**src/rtl/sprite_fetch_if.sv**
```systemverilog
// Bundle of the request, RAM and pixel-stream signals around sprite_fetch.
// Both valid/ready pairs behave the same way: a transfer happens on a rising
// clock edge where valid && ready are both high. The sender holds valid and its
// payload stable until that transfer, and ready never depends on a later valid.
// The RAM pair has no handshake: ram_data belongs to the ram_addr that was
// presented one cycle earlier.
interface sprite_fetch_if #(
  parameter int ID_W   = 4,
  parameter int ADDR_W = 19,
  parameter int PIX_W  = 5
) ();
  logic              req_valid;
  logic              req_ready;
  logic [ID_W-1:0]   req_id;
  logic              req_flip;
  logic [ADDR_W-1:0] ram_addr;
  logic [PIX_W-1:0]  ram_data;
  logic              pix_valid;
  logic              pix_ready;
  logic [PIX_W-1:0]  pix_data;
  logic [3:0]        pix_x;
  logic [3:0]        pix_y;
  logic              pix_transp;
  logic              pix_last;

  // Environment side: draw scheduler, frame RAM and compositor.
  modport master (
    output req_valid, req_id, req_flip, ram_data, pix_ready,
    input  req_ready, ram_addr, pix_valid, pix_data, pix_x, pix_y,
           pix_transp, pix_last
  );

  // Engine side.
  modport slave (
    input  req_valid, req_id, req_flip, ram_data, pix_ready,
    output req_ready, ram_addr, pix_valid, pix_data, pix_x, pix_y,
           pix_transp, pix_last
  );
endinterface

```
**src/rtl/sprite_fetch.sv**
```systemverilog
// Sprite fetch engine: walks one SPR_W x SPR_H tile of the sprite sheet,
// issues RAM reads, absorbs the 1-cycle RAM latency and streams the pixels in
// raster order through a 2-entry skid buffer with valid/ready backpressure.
module sprite_fetch #(
  parameter int SHEET_W     = 20,
  parameter int SPR_W       = 10,
  parameter int SPR_H       = 10,
  parameter int SPR_PER_ROW = 2,
  parameter int ID_W        = 4,
  parameter int ADDR_W      = 19,
  parameter int PIX_W       = 5
) (
  input  logic          clk,
  input  logic          rst,
  sprite_fetch_if.slave bus,
  output logic [1:0]    dbg_state
);

  typedef enum logic [1:0] {
    IDLE  = 2'd0,
    FETCH = 2'd1,
    DRAIN = 2'd2
  } state_t;

  localparam logic [3:0] LAST_X = 4'(SPR_W - 1);
  localparam logic [3:0] LAST_Y = 4'(SPR_H - 1);

  state_t            state_q, state_d;
  logic              flip_q, flip_d;
  logic [ADDR_W-1:0] base_q, base_d;
  logic [3:0]        x_q, x_d;
  logic [3:0]        y_q, y_d;

  // Tags of the read currently inside the RAM pipeline.
  logic              infl_q, infl_d;
  logic [3:0]        infl_x_q, infl_x_d;
  logic [3:0]        infl_y_q, infl_y_d;
  logic              infl_last_q, infl_last_d;

  // Two-entry output buffer.
  logic [PIX_W-1:0]  buf_data_q [2];
  logic [PIX_W-1:0]  buf_data_d [2];
  logic [3:0]        buf_x_q [2];
  logic [3:0]        buf_x_d [2];
  logic [3:0]        buf_y_q [2];
  logic [3:0]        buf_y_d [2];
  logic              buf_last_q [2];
  logic              buf_last_d [2];
  logic              rd_ptr_q, rd_ptr_d;
  logic              wr_ptr_q, wr_ptr_d;
  logic [1:0]        count_q, count_d;

  logic              push, pop, issue, room, req_ready_c;
  logic [2:0]        occ_after;
  logic [ADDR_W-1:0] id_row, id_col, xs;

  // Start address of the requested sprite inside the sheet.
  assign id_row = ADDR_W'(bus.req_id / ID_W'(SPR_PER_ROW));
  assign id_col = ADDR_W'(bus.req_id % ID_W'(SPR_PER_ROW));

  // Sheet column of the current read; flipped sprites read right to left.
  assign xs = flip_q ? (ADDR_W'(SPR_W - 1) - ADDR_W'(x_q)) : ADDR_W'(x_q);
  assign bus.ram_addr = base_q + ADDR_W'(y_q) * ADDR_W'(SHEET_W) + xs;

  // Buffer occupancy: one landing read pushes, an accepted head pops.
  always_comb begin
    push = infl_q;
    pop  = (count_q != 2'd0) && bus.pix_ready;
    buf_data_d = buf_data_q;
    buf_x_d    = buf_x_q;
    buf_y_d    = buf_y_q;
    buf_last_d = buf_last_q;
    wr_ptr_d   = wr_ptr_q;
    rd_ptr_d   = rd_ptr_q;
    count_d    = count_q + {1'b0, push} - {1'b0, pop};
    if (push) begin
      buf_data_d[wr_ptr_q] = bus.ram_data;
      buf_x_d[wr_ptr_q]    = infl_x_q;
      buf_y_d[wr_ptr_q]    = infl_y_q;
      buf_last_d[wr_ptr_q] = infl_last_q;
      wr_ptr_d             = ~wr_ptr_q;
    end
    if (pop) begin
      rd_ptr_d = ~rd_ptr_q;
    end
  end

  // A read may issue only if its pixel is guaranteed a buffer slot on landing.
  always_comb begin
    occ_after = 3'(count_q) + 3'(infl_q) - 3'(pop);
    room      = (occ_after < 3'd2);
  end

  // Engine FSM: accept a request, walk the tile, then wait for the pipe to empty.
  always_comb begin
    state_d     = state_q;
    flip_d      = flip_q;
    base_d      = base_q;
    x_d         = x_q;
    y_d         = y_q;
    issue       = 1'b0;
    req_ready_c = 1'b0;
    unique case (state_q)
      IDLE: begin
        req_ready_c = 1'b1;
        if (bus.req_valid) begin
          flip_d  = bus.req_flip;
          base_d  = id_row * ADDR_W'(SPR_H * SHEET_W) + id_col * ADDR_W'(SPR_W);
          x_d     = 4'd0;
          y_d     = 4'd0;
          state_d = FETCH;
        end
      end
      FETCH: begin
        if (room) begin
          issue = 1'b1;
          if (x_q == LAST_X) begin
            x_d = 4'd0;
            if (y_q == LAST_Y) state_d = DRAIN;
            else               y_d = y_q + 4'd1;
          end else begin
            x_d = x_q + 4'd1;
          end
        end
      end
      DRAIN: begin
        // Leaving on the final pop lets req_ready rise the very next cycle.
        if (!infl_q && count_d == 2'd0) state_d = IDLE;
      end
      default: state_d = IDLE;
    endcase
  end

  // Tags travel alongside the read so the buffer entry knows its position.
  always_comb begin
    infl_d      = issue;
    infl_x_d    = issue ? x_q : infl_x_q;
    infl_y_d    = issue ? y_q : infl_y_q;
    infl_last_d = issue ? (x_q == LAST_X && y_q == LAST_Y) : infl_last_q;
  end

  // State registers; reset aborts any sprite in progress.
  always_ff @(posedge clk or posedge rst) begin
    if (rst) begin
      state_q     <= IDLE;
      flip_q      <= 1'b0;
      base_q      <= '0;
      x_q         <= '0;
      y_q         <= '0;
      infl_q      <= 1'b0;
      infl_x_q    <= '0;
      infl_y_q    <= '0;
      infl_last_q <= 1'b0;
      rd_ptr_q    <= 1'b0;
      wr_ptr_q    <= 1'b0;
      count_q     <= '0;
      for (int i = 0; i < 2; i++) begin
        buf_data_q[i] <= '0;
        buf_x_q[i]    <= '0;
        buf_y_q[i]    <= '0;
        buf_last_q[i] <= 1'b0;
      end
    end else begin
      state_q     <= state_d;
      flip_q      <= flip_d;
      base_q      <= base_d;
      x_q         <= x_d;
      y_q         <= y_d;
      infl_q      <= infl_d;
      infl_x_q    <= infl_x_d;
      infl_y_q    <= infl_y_d;
      infl_last_q <= infl_last_d;
      rd_ptr_q    <= rd_ptr_d;
      wr_ptr_q    <= wr_ptr_d;
      count_q     <= count_d;
      buf_data_q  <= buf_data_d;
      buf_x_q     <= buf_x_d;
      buf_y_q     <= buf_y_d;
      buf_last_q  <= buf_last_d;
    end
  end

  // Head of the buffer drives the pixel port; fields read zero while empty.
  assign bus.req_ready  = req_ready_c;
  assign bus.pix_valid  = (count_q != 2'd0);
  assign bus.pix_data   = bus.pix_valid ? buf_data_q[rd_ptr_q] : '0;
  assign bus.pix_x      = bus.pix_valid ? buf_x_q[rd_ptr_q]    : 4'd0;
  assign bus.pix_y      = bus.pix_valid ? buf_y_q[rd_ptr_q]    : 4'd0;
  assign bus.pix_last   = bus.pix_valid && buf_last_q[rd_ptr_q];
  assign bus.pix_transp = bus.pix_valid && (buf_data_q[rd_ptr_q] == '0);
  assign dbg_state      = state_q;

endmodule

```
**src/flat_wrapper.sv**
```systemverilog
// flat-port wrapper written by rule: the top's interface ports become plain ports
module sprite_fetch_flat 
#(
  parameter int SHEET_W     = 20,
  parameter int SPR_W       = 10,
  parameter int SPR_H       = 10,
  parameter int SPR_PER_ROW = 2,
  parameter int ID_W        = 4,
  parameter int ADDR_W      = 19,
  parameter int PIX_W       = 5
)
  (clk, rst, dbg_state, bus_req_valid, bus_req_id, bus_req_flip, bus_ram_data, bus_pix_ready, bus_req_ready, bus_ram_addr, bus_pix_valid, bus_pix_data, bus_pix_x, bus_pix_y, bus_pix_transp, bus_pix_last);
  sprite_fetch_if #(.ID_W(ID_W), .ADDR_W(ADDR_W), .PIX_W(PIX_W)) bus_i ();
  input  logic clk;
  input  logic rst;
  output logic [1:0] dbg_state;
  input wire logic [$bits(bus_i.req_valid)-1:0] bus_req_valid;
  input wire logic [$bits(bus_i.req_id)-1:0] bus_req_id;
  input wire logic [$bits(bus_i.req_flip)-1:0] bus_req_flip;
  input wire logic [$bits(bus_i.ram_data)-1:0] bus_ram_data;
  input wire logic [$bits(bus_i.pix_ready)-1:0] bus_pix_ready;
  output wire logic [$bits(bus_i.req_ready)-1:0] bus_req_ready;
  output wire logic [$bits(bus_i.ram_addr)-1:0] bus_ram_addr;
  output wire logic [$bits(bus_i.pix_valid)-1:0] bus_pix_valid;
  output wire logic [$bits(bus_i.pix_data)-1:0] bus_pix_data;
  output wire logic [$bits(bus_i.pix_x)-1:0] bus_pix_x;
  output wire logic [$bits(bus_i.pix_y)-1:0] bus_pix_y;
  output wire logic [$bits(bus_i.pix_transp)-1:0] bus_pix_transp;
  output wire logic [$bits(bus_i.pix_last)-1:0] bus_pix_last;
  assign bus_i.req_valid = bus_req_valid;
  assign bus_i.req_id = bus_req_id;
  assign bus_i.req_flip = bus_req_flip;
  assign bus_i.ram_data = bus_ram_data;
  assign bus_i.pix_ready = bus_pix_ready;
  assign bus_req_ready = bus_i.req_ready;
  assign bus_ram_addr = bus_i.ram_addr;
  assign bus_pix_valid = bus_i.pix_valid;
  assign bus_pix_data = bus_i.pix_data;
  assign bus_pix_x = bus_i.pix_x;
  assign bus_pix_y = bus_i.pix_y;
  assign bus_pix_transp = bus_i.pix_transp;
  assign bus_pix_last = bus_i.pix_last;
  sprite_fetch #(.SHEET_W(SHEET_W), .SPR_W(SPR_W), .SPR_H(SPR_H), .SPR_PER_ROW(SPR_PER_ROW), .ID_W(ID_W), .ADDR_W(ADDR_W), .PIX_W(PIX_W)) u_core (.clk(clk), .rst(rst), .bus(bus_i), .dbg_state(dbg_state));
endmodule
```
**config.mk**
```make
export PLATFORM = sky130hd
export DESIGN_NAME = sprite_fetch_flat
export DESIGN_NICKNAME = d
export VERILOG_FILES = /design/src/rtl/sprite_fetch_if.sv /design/src/rtl/sprite_fetch.sv /design/src/flat_wrapper.sv
export SDC_FILE = /design/constraint.sdc
export NUM_CORES = 1
export LEC_CHECK = 0
export ABC_AREA = 1
export BUFFER_PORTS_ARGS = -buffer_cell sky130_fd_sc_hd__buf_4
export CAP_MARGIN = 30
export CORE_MARGIN = 1
export CORE_UTILIZATION = 52
export CTS_BUF_LIST = sky130_fd_sc_hd__clkbuf_2
export CTS_CLUSTER_SIZE = 40
export DETAILED_ROUTE_END_ITERATION = 7
export GPL_TIMING_DRIVEN = 1
export MAX_ROUTING_LAYER = met4
export PLACE_DENSITY = 0.8
export SLEW_MARGIN = 10
export SYNTH_ARGS = -nofsm -noshare
export SYNTH_HDL_FRONTEND = slang
export SYNTH_SLANG_ARGS = --single-unit
```
**constraint.sdc**
```tcl
create_clock -name clk -period 7.4 [get_ports clk]
set_clock_uncertainty 0.1 [all_clocks]
set_input_delay 0.74 -clock clk [delete_from_list [all_inputs] [get_ports clk]]
set_output_delay 0.74 -clock clk [all_outputs]
set_load 0.03 [all_outputs]
```
==> impl_results.md <==
* Status: finished, final reports clean
* GR Overflow Total at 0
* Chip Height at 92.70 um
* PortBufs at 51
* Routability cong. at 0.9495
* Final core utilization at 61.32%
* Detail Route Antenna Nets at 0
* Vias in the first global route at 3484
* Die area at 0.008593 mm2
* Post CTS Setup Buffer Count at 0
* Final hold violation count at 0
* Synth Flop Type: dfrtp_1
* CP Capture Type: primary output
* First drt pass iteration count at 4
* RSZ-0062 raised after global routing: false
* Synthesis-to-layout area growth at 12.49%
* HP Start: bus_req_id[0]
* Final Max Slew Viols at 0
* Post-synthesis mux area share at 0%
* Register area at 0.001577 mm2
* Main combinational cell family by area after synthesis: simple AND/OR/NAND/NOR gates
* Setup violators final at 0
* Post-synthesis sequential area ratio at 36.85%
* Total CTS buffers at 9
* TritonCTS clock tree: yes
* Worst slew margin at 44.61%
* Worst R2R End: u_core.infl_x_q[0]
* Clock period minus worst slack at 4615 ps
* First-pass GRT wire length at 14930 um
* WP data required at 6560 ps
* Slew @ Worst Pin at 828.9 ps
* Reg2Reg Depth at 13
* Synth Area in Adders at 15.03%
* Clock Tree Root: clkbuf_2
* Leak at 2.711 nW
* DR vias/cell at 5.013
* Critical R2R Launch: u_core.count_q[1]
* Largest area contributor in the netlist: dfrtp_1
* Hold endpoint: u_core.base_q[1]
* Antenna cells at 0
* Io pins at 52
* Final Cycle Share at 62.37%
* Critical Path Fanout Max at 7
* Hold WC Path Type: in -> reg
* Initial Util at 54.51%
* Synth Area in Compound Gates at 9.827%
* Maximum clock frequency at 216.7 MHz
* Row Count at 32
* WS Path Type: reg -> out
* Area of the multi-input gates at 0.002235 mm2
* Worst hold stages at 3
* Max H-tree Level at 3
* Commonest non-fill, non-tap cell in the layout: nand2_1
* Wire per inst at 12.05 um
* DRT Wirelength at 8581 um
* Fillers at 701
* HPWL after DPL at 6489 um
* DRC errors left at 0
* Clock transition at the registers of the reported paths at 190 ps
* Largest cells by area after synthesis: dfrtp_1 37%, nand2_1 15%, ha_1 11%, inv_1 8.1%, fa_1 4.2%
* Most frequent cells in the layout: 173 x nand2_1, 91 x inv_1, 63 x dfrtp_1
* Tot GR Track Use at 22.53%
* Layout cells sized above 1 at 16.56%
* Worst vdd ir at 0.0002227 V
* Number of synthesis warnings at 0
* Number of synthesized flops with an enable pin at 0
* # resized after CTS at 0
* Initial antenna violation count at 0
* Later-pin clock latency in the skew report at 480 ps
* Area of the core at 0.007848 mm2
* Top cell type's share of synthesized area at 36.85%
* Post-layout nets at 665
* R2R Setup Slk at 4500 ps
* Setup TNS at 0 ps
* CP arrival at 3780 ps
* Largest net degree at the start of global routing at 64
* Library cells used by synthesis at 34
* CTS Sinks at 63
* Max Cap Viol at 0
* Longest Clk Path Bufs at 2
* Post-synthesis area per instance at 7.736 um2
* Mapped Nets at 613
* Async set-reset flop share out of synthesis at 100.0%
* PwrDens at 421.0 mW/mm2
* Synth Area in Simple Gates at 24.31%
* CP Launch Type: flop
* Mapped cell area at 0.004278 mm2
* Vias at 3569
* 1st-iter DRT viols at 199
* Die W at 92.70 um
* Xor-xnor portion of the synthesized cell area at 3.071%
* Hold-fix buffers, CTS at 0
* Seq cells post-synth at 63
* Synthesized netlist cell count at 553
## logic make-up (layout without fill, tap and decap cells)
kind of cell,count (synthesis),after routing
AO/OA/AOI/OAI,72,72
flip-flops,63,63
AND/OR/NAND/NOR,246,246
buffers and inverters,111,168
XOR/XNOR,15,15
adder cells (fa/ha/maj),46,46
## how the worst max path moves through the flow
stage	depth (start not counted)	slack, ps	end	start
global route	15	2520	bus_ram_addr[14]	u_core.y_q[1]
floorplan	12	3410	bus_ram_addr[9]	u_core.y_q[1]
finish	15	2780	bus_ram_addr[13]	u_core.y_q[1]
global placement	15	3440	bus_ram_addr[14]	u_core.y_q[1]
CTS	15	2770	bus_ram_addr[13]	u_core.y_q[1]
detailed placement	15	3330	bus_ram_addr[13]	u_core.y_q[1]
## synth_stat cells, types with 7 or more instances
cell type  count
a21oi_1       16
dfrtp_1       63
fa_1           9
ha_1          37
inv_1         92
nand2_1      173
nand3_1       24
nand4_1        7
nor2_1        25
o21ai_0       35
o21ai_2       11
xor2_1        10
## stage by stage
step	area (um2)	hold WS (ps)	total power, mW	setup slack [ps]	instances
finish	4812	343.5	2.026	2785	712
global route	4812	302.8	2.203	2516	712
CTS	4797	315.7	2.033	2772	711
detailed placement	4707	369.2	1.856	3334	695
global placement	4700	362.7	1.829	3436	694
floorplan	4278	345.5	1.508	3413	553
## where the power goes
part / internal [mW] / leakage (nW) / switching [mW] / total [mW]
combinational: 0.444 / 1.83 / 0.817 / 1.26
clock: 0.0470 / 0.0619 / 0.127 / 0.174
sequential: 0.478 / 0.818 / 0.112 / 0.590
## flip-flops by register name, summed over array words and instances (netlist names)
name	flops
u_core.wr_ptr_q	1
u_core.buf_data_q	10
u_core.infl_y_q	4
u_core.rd_ptr_q	1
u_core.buf_y_q	8
u_core.infl_x_q	4
u_core.flip_q	1
u_core.dbg_state	2
u_core.count_q	2
u_core.buf_last_q	2
u_core.x_q	4
u_core.base_q	10
u_core.buf_x_q	8
u_core.infl_last_q	1
u_core.infl_q	1
u_core.y_q	4
## critical path, stage by stage, from the launching register on
cell and delay (ps):
dfrtp_1 510, ha_1 330, ha_1 230, fa_1 390, xnor2_1 150, fa_1 490, inv_1 50, ha_1 340
nand2_1 130, inv_1 70, nand2_1 60, nand2_1 70, nand2_1 80, nand4_1 140, nand2_1 110, buf_4 160
## area by class of cell
| cell class | instances | area share (%) |
|---|---|---|
| clock buffers | 11 | 1.144 |
| clock inverters | 5 | 0.7280 |
| inverters | 98 | 7.696 |
| multi-input cells | 379 | 46.44 |
| flip-flops and latches | 63 | 32.76 |
| well taps | 102 | 2.652 |
| repair buffers | 54 | 8.580 |
## per-layer routing
| layer | wire length [um] | share of wire, % | up-vias | GRT usage (%) |
|---|---|---|---|---|
| li1 | - | - | 1811 | - |
| met5 | 0 | 0 | - | - |
| met4 | 78 | 0.91 | 0 | 6.538 |
| met1 | 4006 | 47 | 1662 | 28.32 |
| met3 | 462 | 5.4 | 11 | 5.665 |
| met2 | 4033 | 47 | 85 | 36.23 |
Power figures use the tool's default switching activity.
